===== src/rtl/div_sequencer.sv =====
// div_sequencer: multi-cycle MIPS div/divu sequencer.
// A WIDTH-iteration restoring division runs on the operand magnitudes. The
// MIPS sign rules are applied afterwards: the quotient is negative when the
// operand signs differ, and the remainder takes the sign of the dividend.
// The stall output holds the pipeline while a divide is in flight.
//
// Ports:
//   clk, rst_n             clock, synchronous active-low reset
//   start                  divide request, sampled in IDLE/DONE only
//   signed_op              1 = div (two's complement), 0 = divu
//   dividend, divisor      rs / rt operands, sampled with start
//   busy                   high in RUN and FIXUP
//   stall                  busy | (start & ~busy)
//   done                   one-cycle pulse in DONE
//   quotient, remainder    LO / HI results, held until the next accepted start
//   div_by_zero            flag for the last result, held like the results
module div_sequencer #(
  parameter int unsigned WIDTH = 32
) (
  input  logic             clk,
  input  logic             rst_n,
  input  logic             start,
  input  logic             signed_op,
  input  logic [WIDTH-1:0] dividend,
  input  logic [WIDTH-1:0] divisor,
  output logic             busy,
  output logic             stall,
  output logic             done,
  output logic [WIDTH-1:0] quotient,
  output logic [WIDTH-1:0] remainder,
  output logic             div_by_zero
);

  localparam int unsigned CW = $clog2(WIDTH);

  typedef enum logic [1:0] {
    S_IDLE,
    S_RUN,
    S_FIXUP,
    S_DONE
  } state_t;

  state_t           state;
  logic             sq;
  logic             sr;
  logic [WIDTH-1:0] q;
  logic [WIDTH-1:0] r;
  logic [WIDTH-1:0] b_mag;
  logic [CW-1:0]    cnt;

  logic             a_neg;
  logic             b_neg;
  logic [WIDTH-1:0] a_mag_in;
  logic [WIDTH-1:0] b_mag_in;
  logic [WIDTH:0]   r_shift;
  logic             take;
  logic [WIDTH-1:0] r_sub;

  // The remainder held between iterations is always below |b|, so WIDTH bits
  // suffice for storage. Only the shifted trial value needs the extra bit; if
  // that bit is set the trial value certainly exceeds |b|, and the true
  // difference then still fits in WIDTH bits, so a modular WIDTH-bit subtract
  // is exact.
  always_comb begin
    a_neg    = signed_op & dividend[WIDTH-1];
    b_neg    = signed_op & divisor[WIDTH-1];
    a_mag_in = a_neg ? -dividend : dividend;
    b_mag_in = b_neg ? -divisor : divisor;
    r_shift  = {r, q[WIDTH-1]};
    take     = r_shift[WIDTH] | (r_shift[WIDTH-1:0] >= b_mag);
    r_sub    = r_shift[WIDTH-1:0] - b_mag;
  end

  assign stall = busy | (start & ~busy);

  always_ff @(posedge clk) begin
    if (!rst_n) begin
      state       <= S_IDLE;
      busy        <= 1'b0;
      done        <= 1'b0;
      div_by_zero <= 1'b0;
      quotient    <= '0;
      remainder   <= '0;
      sq          <= 1'b0;
      sr          <= 1'b0;
      q           <= '0;
      r           <= '0;
      b_mag       <= '0;
      cnt         <= '0;
    end else begin
      case (state)
        S_IDLE, S_DONE: begin
          done <= 1'b0;
          if (start) begin
            sq    <= signed_op & (dividend[WIDTH-1] ^ divisor[WIDTH-1]);
            sr    <= signed_op & dividend[WIDTH-1];
            q     <= a_mag_in;
            b_mag <= b_mag_in;
            r     <= '0;
            cnt   <= CW'(WIDTH - 1);
            if (divisor == '0) begin
              state       <= S_DONE;
              done        <= 1'b1;
              quotient    <= '1;
              remainder   <= dividend;
              div_by_zero <= 1'b1;
            end else begin
              state       <= S_RUN;
              busy        <= 1'b1;
              div_by_zero <= 1'b0;
            end
          end else begin
            state <= S_IDLE;
          end
        end

        S_RUN: begin
          r <= take ? r_sub : r_shift[WIDTH-1:0];
          q <= {q[WIDTH-2:0], take};
          if (cnt == '0) begin
            state <= S_FIXUP;
          end else begin
            cnt <= cnt - CW'(1);
          end
        end

        S_FIXUP: begin
          quotient  <= sq ? -q : q;
          remainder <= sr ? -r : r;
          busy      <= 1'b0;
          done      <= 1'b1;
          state     <= S_DONE;
        end

        default: begin
          state <= S_IDLE;
          busy  <= 1'b0;
          done  <= 1'b0;
        end
      endcase
    end
  end

endmodule


===== config.mk =====
export PLATFORM = sky130hd
export DESIGN_NAME = div_sequencer
export DESIGN_NICKNAME = d
export VERILOG_FILES = /design/src/rtl/div_sequencer.sv
export SDC_FILE = /design/constraint.sdc
export NUM_CORES = 1
export LEC_CHECK = 0
export CAP_MARGIN = 15
export CORE_MARGIN = 4
export CORE_UTILIZATION = 47
export CTS_BUF_LIST = sky130_fd_sc_hd__clkbuf_8
export DETAILED_ROUTE_END_ITERATION = 7
export PLACE_DENSITY = 0.79
export SYNTH_ARGS = -nofsm -noshare
export SYNTH_HDL_FRONTEND = slang
export SYNTH_SLANG_ARGS = --single-unit

===== constraint.sdc =====
create_clock -name clk -period 8.7 [get_ports clk]
set_clock_uncertainty 0.1 [all_clocks]
set_input_delay 1.305 -clock clk [delete_from_list [all_inputs] [get_ports clk]]
set_output_delay 1.305 -clock clk [all_outputs]
set_load 0.02 [all_outputs]

==> flow_summary.toml, run 1 <==
[global_route]
use_met2 = 0.387
grt_max_degree = 110
gr-total-overflow = 0
grt_pass1_wl_mm = 51.0
antenna_found_initial = 1
grt_pass1_vias = 10300
busiest_layer = "met2"
gr-usage-met3 = 0.0314
track_usage = 0.227
globalRouteMet1Util = 0.307

[critical_path]
critical_path_class = "in2reg"
crit_required_ns = 8.96
path_max_fanout = 22
crit_start = "divisor[13]"
crit_top_cell = "nand2_1"
cpPeakStageDelay_ns = 0.78
arrival_ns = 4.77
path_delay_family = "simple AND/OR/NAND/NOR gates"
worstPathCellList = "clkdlybuf4s50_1, nor4_1, or3b_1, nor4_4, nor3b_4, nand2_1, a21oi_2, nand2_1, o211a_1"
worst_setup_path_end_kind = "flip-flop"
slowest_stage = "a21oi_2"
start_kind = "input pin"
critPathBufInv = 1
r2r-start = "r[7]$_SDFFE_PN0P_"

[drt]
vias = 10900
initialDrtViolationCount = 927
routed_via_density = 5.87
first_pass_iters = 5
drc = 0
ant_nets = 0
routed_wl_mm = 31.1
route.detailed.wl_per_inst_um = 16.7

[logic_synthesis]
synth_top_area_cell = "dfxtp_1"
ys_top_cells_by_count = "179 x nand2_1, 172 x dfxtp_1, 118 x o21ai_0"
syn-cell-area_um2 = 11500
synth_edf_count = 0
synth_top_flop_cell = "dfxtp_1"
synth_fp_nets = 1567
yosysUniqueCellTypes = 75
yosysTopAreaCellShare = 0.299
avgSynthCellArea_um2 = 7.89
yosys_warnings = 0
synthCells = 1457
ys_ff_latch = 172
synthTopCellsByArea = "dfxtp_1 30%, xor2_1 6.9%, nand2_1 5.8%"
synthArstFlopShare = 0
synth_most_common_cell = "nand2_1"
seq_area_frac_synth = 0.299

[timing]
fin_crit_ns = 4.50
fin_setup_tns_ns = 0
hold_viol = 0
drv_slew = 0
fin_crit_sh = 0.518
tightestPinTransition_ns = 1.12
setup_viol = 0
clock.fmax_ghz = 0.222
rsz0062_at_grt = "no"
slew_headroom = 0.252

[place]
routabilityCongestion = 0.903
dp_hpwl_mm = 23.1
port_buffers = 135

[clock_tree]
cts.clk_slew.worst_paths_ns = 0.09
clock_sinks = 172
h-tree-depth = 4
tritoncts = "done"
clk_latency_ns = 0.46
root_buffer = "clkbuf_8"
numCtsBuffers = 17
hold_buffers = 0
cts_buffer_depth = 2
post-cts-setup-buffers = 0
ctsResizeCount = 0

[layout]
area_delta_synth_final_pct = 15.8
fin_nets = 1640
num_antenna_cells = 0
layout-drive-gt1-share = 0.0447
fin_util = 0.560

[hold_path]
min_path_type = "reg2reg"
hp-start = "remainder[5]$_SDFFE_PN0P_"

[die]
pin_count = 136
fp.dieW_um = 164
fp.dieH_um = 164
row_count = 56
start_util = 0.484
coreArea_um2 = 23800
fp.dieArea_um2 = 27000

[pwr]
internal_power_mw = 1.80
p_sw_mw = 1.39
ir_drop_mv = 0.128
power_density_nw_per_um2 = 239
pwr-share-comb = 0.473
power_frac_seq = 0.354
power_frac_clock = 0.172
swShare = 0.436
leakage_nw = 5.34

[run]
cap_violations = 0

[status]
status = "finished, final reports clean"
==> final cells by class <==
class / instances / area (um^2)
clock buffers: 19 / 262
multi-input cells: 1131 / 7410
flip-flops and latches: 172 / 3440
fillers: 2204 / 10400
repair buffers: 147 / 1450
inverters: 61 / 229
clock inverters: 12 / 114
well taps: 319 / 399
==> registers in the layout, summed over array words and instances, names as in the netlist <==
signal	count
done	1
sq	1
remainder	32
quotient	32
r	32
busy	1
q	32
div_by_zero	1
sr	1
state	2
b_mag	32
cnt	5
==> cells in the final DEF (no fill, tap or decap), types with 9 or more instances in the layout <==
master           count
or4_1               11
a31oi_1             16
o31ai_1             32
o21ai_1             12
and3_1              10
nor4_1              17
o41ai_1             15
a32oi_1             11
and2_1              11
clkbuf_8            19
o22ai_1              9
nor2_1              55
o21ai_0            118
nor3_1              23
nand3_1             45
o211ai_1            42
o21a_1              12
clkdlybuf4s50_1    134
a21oi_1             92
buf_4               11
nand2_1            179
xor2_1              91
xnor2_1             47
dfxtp_1            172
nand4_1             18
a21o_1              17
ha_1                40
nand2b_1            12
a21boi_0            18
mux2i_1             22
inv_1               62
a21boi_1            14
o211a_1             42
or3_1               28
==> metal layers <==
layer	wire length, um	vias up	share of wire
li1	-	5435	-
met1	14400	5161	0.46
met2	14600	296	0.47
met3	1590	37	0.051
met4	485	2	0.016
met5	13	-	0.00042
==> worst paths after layout <==
path                                                  end  slack [ns]  cells after the start
worst max register to register         r[15]$_SDFFE_PN0P_        4.65                      9
worst min register to register  remainder[5]$_SDFFE_PN0P_        0.36                      2
worst max-delay path             quotient[5]$_SDFFE_PN0P_        4.20                      9
worst min-delay path            remainder[5]$_SDFFE_PN0P_        0.36                      2
==> kinds of logic (layout without fill, tap and decap cells) <==
kind of cell,count (synthesis),after routing,share of synthesized area
flip-flops,172,172,0.299
buffers and inverters,154,239,0.0570
multiplexers,22,22,0.0192
XOR/XNOR,138,138,0.105
AND/OR/NAND/NOR,446,446,0.193
adder cells (fa/ha/maj),42,42,0.0464
AO/OA/AOI/OAI,483,483,0.280
==> worst register-to-register path, stage by stage (launching register included) <==
cell and delay (ns):
dfxtp_1 0.56, ha_1 0.39, o21ai_0 0.18, nor2_1 0.08
o31ai_1 0.57, nand4_1 0.27, a211oi_4 0.81, or2_1 0.66
a21oi_1 0.19, o21ai_0 0.16
==> per-stage QoR <==
step / power, mW / std cells / setup slack, ns / hold WS, ns / area, um^2
after floorplan: 2.19 / 1457 / 5.06 / 0.341 / 11500
after global placement: 2.59 / 1828 / 3.83 / 0.342 / 12900
after detailed placement: 2.63 / 1828 / 3.75 / 0.345 / 12900
after CTS: 3.17 / 1859 / 4.23 / 0.360 / 13300
after global routing: 3.40 / 1861 / 3.81 / 0.382 / 13300
final: 3.18 / 1861 / 4.20 / 0.359 / 13300
==> power groups by stage <==
stage	logic (mW)	clock network, mW	registers (mW)
after floorplan	1.04	0	1.16
after global placement	1.46	0	1.14
after detailed placement	1.48	0	1.14
after CTS	1.49	0.555	1.13
after global routing	1.66	0.586	1.15
final	1.51	0.549	1.13
Power figures use the tool's default switching activity.
==> inputs of run 2 (changes only) <==
--- a/config.mk
+++ b/config.mk
@@ -10,7 +10,7 @@
 export CORE_UTILIZATION = 47
 export CTS_BUF_LIST = sky130_fd_sc_hd__clkbuf_8
 export DETAILED_ROUTE_END_ITERATION = 7
-export PLACE_DENSITY = 0.79
+export PLACE_DENSITY = 0.82
 export SYNTH_ARGS = -nofsm -noshare
 export SYNTH_HDL_FRONTEND = slang
 export SYNTH_SLANG_ARGS = --single-unit
==> constraint.sdc (replaced) <==
create_clock -name clk -period 3.95 [get_ports clk]
set_clock_uncertainty 0.1 [all_clocks]
set_input_delay 0.5925 -clock clk [delete_from_list [all_inputs] [get_ports clk]]
set_output_delay 0.5925 -clock clk [all_outputs]
set_load 0.02 [all_outputs]
==> run 2 against run 1 <==
Global-route usage down 0.30 points. Worst setup slack worse by 3.8 ns. Utilization up 0.68 points. Critical path type is now reg2reg. Highest routed layer is now met4.
==> flow_summary.toml, run 2 (synthesized netlist as in run 1, its figures left out) <==
[timing]
clock.fmax_ghz = 0.284
rsz0062_at_grt = "no"
tightestPinTransition_ns = 1.01
fin_ws_ns = 0.430
hold_viol = 0
fin_crit_sh = 0.891
slew_headroom = 0.324
fin_crit_ns = 3.52
setup_viol = 0
fin_setup_tns_ns = 0
drv_slew = 0

[clock_tree]
numCtsBuffers = 17
root_buffer = "clkbuf_8"
clk_latency_ns = 0.48
cts_buffer_depth = 2
cts.clk_slew.worst_paths_ns = 0.11
clock_sinks = 172
ctsResizeCount = 0
hold_buffers = 0
tritoncts = "done"
h-tree-depth = 4
post-cts-setup-buffers = 0

[critical_path]
rrSetupSlack_ns = 0.43
crit_start = "r[28]$_SDFFE_PN0P_"
r2r-start = "r[28]$_SDFFE_PN0P_"
critical_path_class = "reg2reg"
crit_required_ns = 4.24
reg2regPathDepth = 10
worst_setup_path_end_kind = "flip-flop"
reg2reg_to = "r[20]$_SDFFE_PN0P_"
start_kind = "flip-flop"
path_max_fanout = 12
arrival_ns = 3.80
endpoint = "r[20]$_SDFFE_PN0P_"

[place]
pre_cts_ws_ns = 0.260
dp_hpwl_mm = 23.6
port_buffers = 135
dp.cells = 1846
routabilityCongestion = 0.898
post_dp_cell_area_um2 = 13100

[die]
fp.dieW_um = 164
coreArea_um2 = 23800
pin_count = 136
fp.dieH_um = 164
row_count = 56
start_util = 0.484
fp.dieArea_um2 = 27000

[layout]
fin_util = 0.567
fin_area_um2 = 13500
layout-drive-gt1-share = 0.0558
final_common_cell = "nand2_1"
num_antenna_cells = 0
final_cell_count_no_fill = 1878
mostFrequentLayoutCells = "179 x nand2_1, 172 x dfxtp_1, 134 x clkdlybuf4s50_1"
area_delta_synth_final_pct = 17.2
fin_nets = 1656

[status]
status = "finished, final reports clean"

[pwr]
internal_power_mw = 3.94
pwr-share-comb = 0.473
ir_drop_mv = 0.330
leakage_nw = 5.43
power_frac_clock = 0.176
power_density_nw_per_um2 = 527
power_frac_seq = 0.350
swShare = 0.444
p_sw_mw = 3.15

[global_route]
track_usage = 0.224
antenna_found_initial = 0
gr-total-overflow = 0
grt_pass1_wl_mm = 50.4
grt_max_degree = 61
grt_pass1_vias = 10200

[drt]
drc = 0
first_pass_iters = 5
routed_via_density = 5.93
route.detailed.wl_per_inst_um = 16.5
vias = 11100
initialDrtViolationCount = 953
ant_nets = 0
routed_wl_mm = 31.1

[hold_path]
hp-start = "remainder[6]$_SDFFE_PN0P_"
min_path_type = "reg2reg"

[run]
cap_violations = 0
## run 2: changes by cell type in the layout (fill, tap and decap cells not counted), sizes merged
cell,previous run,this run
buf,13,29
bufinv,1,0
clkbuf,19,17
clkinv,3,7
clkinvlp,3,0
inv,66,69
## run 2: worst min-delay path by stage
stage                                            to  slack, ns  cells past startpoint
after floorplan              b_mag[31]$_SDFFE_PN0P_       0.34                      2
after detailed placement  remainder[6]$_SDFFE_PN0P_       0.35                      2
after CTS                 remainder[6]$_SDFFE_PN0P_       0.36                      2
after global routing      remainder[3]$_SDFFE_PN0P_       0.39                      2
final                     remainder[6]$_SDFFE_PN0P_       0.36                      2
after global placement    remainder[6]$_SDFFE_PN0P_       0.34                      2
## run 2: final cells by class
cell class / instances / area (um^2)
fill: 2183 / 10300
multi-input combinational: 1131 / 7410
sequential: 172 / 3440
timing repair buffer: 163 / 1580
tap: 319 / 399
clock buffer: 17 / 234
inverter: 61 / 229
clock inverter: 15 / 174
## run 2: power groups by stage
stage / combinational, mW / clock (mW) / sequential (mW)
final: 3.36 / 1.25 / 2.49
after global placement: 3.25 / 0 / 2.50
after CTS: 3.34 / 1.27 / 2.48
after floorplan: 2.28 / 0 / 2.55
after detailed placement: 3.32 / 0 / 2.52
after global routing: 3.72 / 1.33 / 2.54
## run 2: worst max-delay path, cell delays in order, from the launching register on
cell     delay [ns]
dfxtp_1        0.48
ha_1           0.36
a21o_1         0.23
a21o_1         0.19
a211o_1        0.34
or4b_4         0.57
o22ai_2        0.36
or2_1          0.34
buf_4          0.24
a32oi_1        0.12
o21ai_0        0.12
## run 2: metrics by stage
step	hold slack (ns)	power, mW
floorplan	0.341	4.83
CTS	0.363	7.09
global route	0.386	7.59
detailed placement	0.349	5.84
global placement	0.342	5.76
finish	0.357	7.10
## run 2: metal layers
metal	wire length, um	part of all wire	up-vias	global-route usage
met1	14300	0.46	5253	0.309
met4	655	0.021	0	0.0688
li1	-	-	5464	-
met3	1670	0.054	52	0.0247
met5	0	0	-	0
met2	14400	0.47	361	0.369
==> inputs of run 3 (changes only) <==
==> constraint.sdc (replaced) <==
create_clock -name clk -period 2.9 [get_ports clk]
set_clock_uncertainty 0.1 [all_clocks]
set_input_delay 0.435 -clock clk [delete_from_list [all_inputs] [get_ports clk]]
set_output_delay 0.435 -clock clk [all_outputs]
set_load 0.02 [all_outputs]
==> run 3 against run 2 <==
The flow now finishes with violations (setup timing). Register-to-register slack worse by 0.46 ns. Clock power up 37%. Non-clock buffer count rose by 158. Clock-buffer cell count is 1 higher. Die area is the same. Utilization rose by 5.9 points. Final area increased by 10%. Routed wire length is 5.5% higher. Sequential cell count did not move. Sequential share of layout area shrank 2.4 points. Fmax increased by 20%. Sequential power increased by 36%. Largest power group unchanged. Highest routed layer unchanged.
==> flow_summary.toml, run 3 (synthesized netlist as in run 1, its figures left out) <==
[status]
status = "finished, violations left"
violations = "setup timing"

[layout]
final_common_cell = "nand2_1"
fin_nets = 1814
layout-drive-gt1-share = 0.154
fin_area_um2 = 14900
mostFrequentLayoutCells = "179 x nand2_1, 174 x buf_4, 168 x dfxtp_1"
fin_util = 0.627
area_delta_synth_final_pct = 29.4

[clock_tree]
clk_latency_ns = 0.46
hold_buffers = 0
h-tree-depth = 4
root_buffer = "clkbuf_8"
cts.clk_slew.worst_paths_ns = 0.09
tritoncts = "done"
clock_sinks = 172
cts_buffer_depth = 2
numCtsBuffers = 17

[timing]
tightestPinTransition_ns = 1.13
drv_slew = 0
slew_headroom = 0.248
fin_crit_ns = 2.93
hold_viol = 0
fin_crit_sh = 1.01
fin_ws_ns = -0.0313
clock.fmax_ghz = 0.341
fin_setup_tns_ns = -0.171
rsz0062_at_grt = "yes"
setup_viol = 10

[die]
pin_count = 136
start_util = 0.484
fp.dieArea_um2 = 27000
fp.dieH_um = 164
fp.dieW_um = 164
coreArea_um2 = 23800
row_count = 56

[global_route]
antenna_found_initial = 0
gr-total-overflow = 0
track_usage = 0.232
grt_pass1_vias = 10600
grt_pass1_wl_mm = 52.1
grt_max_degree = 59

[pwr]
leakage_nw = 6.24
p_total_mw = 10.1
ir_drop_mv = 0.407
power_density_nw_per_um2 = 681

[critical_path]
start_kind = "flip-flop"
crit_required_ns = 3.15
path_max_fanout = 5
reg2reg_to = "r[26]$_SDFFE_PN0P_"
reg2regPathDepth = 12
critical_path_class = "reg2reg"
r2r-start = "b_mag[29]$_SDFFE_PN0P_"
worst_setup_path_end_kind = "flip-flop"
rrSetupSlack_ns = -0.03
crit_start = "b_mag[29]$_SDFFE_PN0P_"
arrival_ns = 3.18

[hold_path]
min_path_type = "in2reg"
hp-start = "rst_n"
hold_depth = 2
hold_path_end = "cnt[4]$_SDFFE_PN0P_"

[drt]
ant_nets = 0
routed_via_density = 5.72
routed_wl_mm = 32.8
first_pass_iters = 7
drc = 0
vias = 11700
initialDrtViolationCount = 1092
route.detailed.wl_per_inst_um = 16.1

[place]
post_dp_cell_area_um2 = 14300
routabilityCongestion = 0.937
pre_cts_ws_ns = -0.387
dp_hpwl_mm = 25.0
port_buffers = 135

[run]
cap_violations = 0
run 3: cell count changes in the layout (fill, tap and decap cells not counted), moves of 4 or more:
cell and change:
buf_12 +4, buf_4 +147, clkinv_8 -4, dfxtp_1 -4, inv_8 -5, nor4_1 -5, nor4_2 +5, o21ai_0 -23
o21ai_1 +20
run 3: routing by layer:
| metal | up-vias | GRT usage | wire length [um] |
|---|---|---|---|
| met3 | 52 | 0.0262 | 2000 |
| met5 | - | 0 | 0 |
| met2 | 361 | 0.398 | 15700 |
| li1 | 5788 | - | - |
| met1 | 5455 | 0.311 | 14400 |
| met4 | 0 | 0.0654 | 671 |
run 3: how the worst max path moves through the flow:
stage	depth (start not counted)	to
after global placement	10	quotient[12]$_SDFFE_PN0P_
after global routing	12	r[0]$_SDFFE_PN0P_
after detailed placement	10	quotient[12]$_SDFFE_PN0P_
after CTS	10	r[1]$_SDFFE_PN0P_
final	12	r[26]$_SDFFE_PN0P_
after floorplan	12	r[25]$_SDFFE_PN0P_
run 3: power by group:
part / total, mW / internal, mW / switching (mW) / leakage (nW)
sequential: 3.38 / 2.88 / 0.497 / 1.41
combinational: 5.05 / 2.16 / 2.89 / 4.64
clock: 1.71 / 0.790 / 0.922 / 0.193
run 3: timing repair:
item,CTS,global route
setup endpoints to repair,16,48
gates resized for setup,5,45
cloned,0,3
buffers inserted,0,3
pin swaps,4,13
run 3: area by class of cell:
class	instances	area [um^2]
diodes	1	2.50
clock buffers	18	248
clock inverters	13	144
fillers	1996	8870
inverters	61	229
multi-input cells	1131	7520
flip-flops and latches	172	3450
well taps	319	399
repair buffers	321	2890
run 3: through the flow:
stage,hold slack [ns],cells
after detailed placement,0.347,1998
final,0.321,2036
after CTS,0.302,2029
after floorplan,0.341,1457
after global placement,0.341,1998
after global routing,0.316,2035
run 3: worst max-delay path: stages, from the launching register on:
cell       delay, ns
dfxtp_2         0.34
inv_2           0.04
ha_4            0.23
a21o_1          0.17
a21o_1          0.16
a211o_1         0.33
or4b_4          0.53
a211oi_4        0.35
buf_6           0.18
clkbuf_16       0.14
nor3_2          0.04
mux2i_1         0.14
nand2_1         0.07
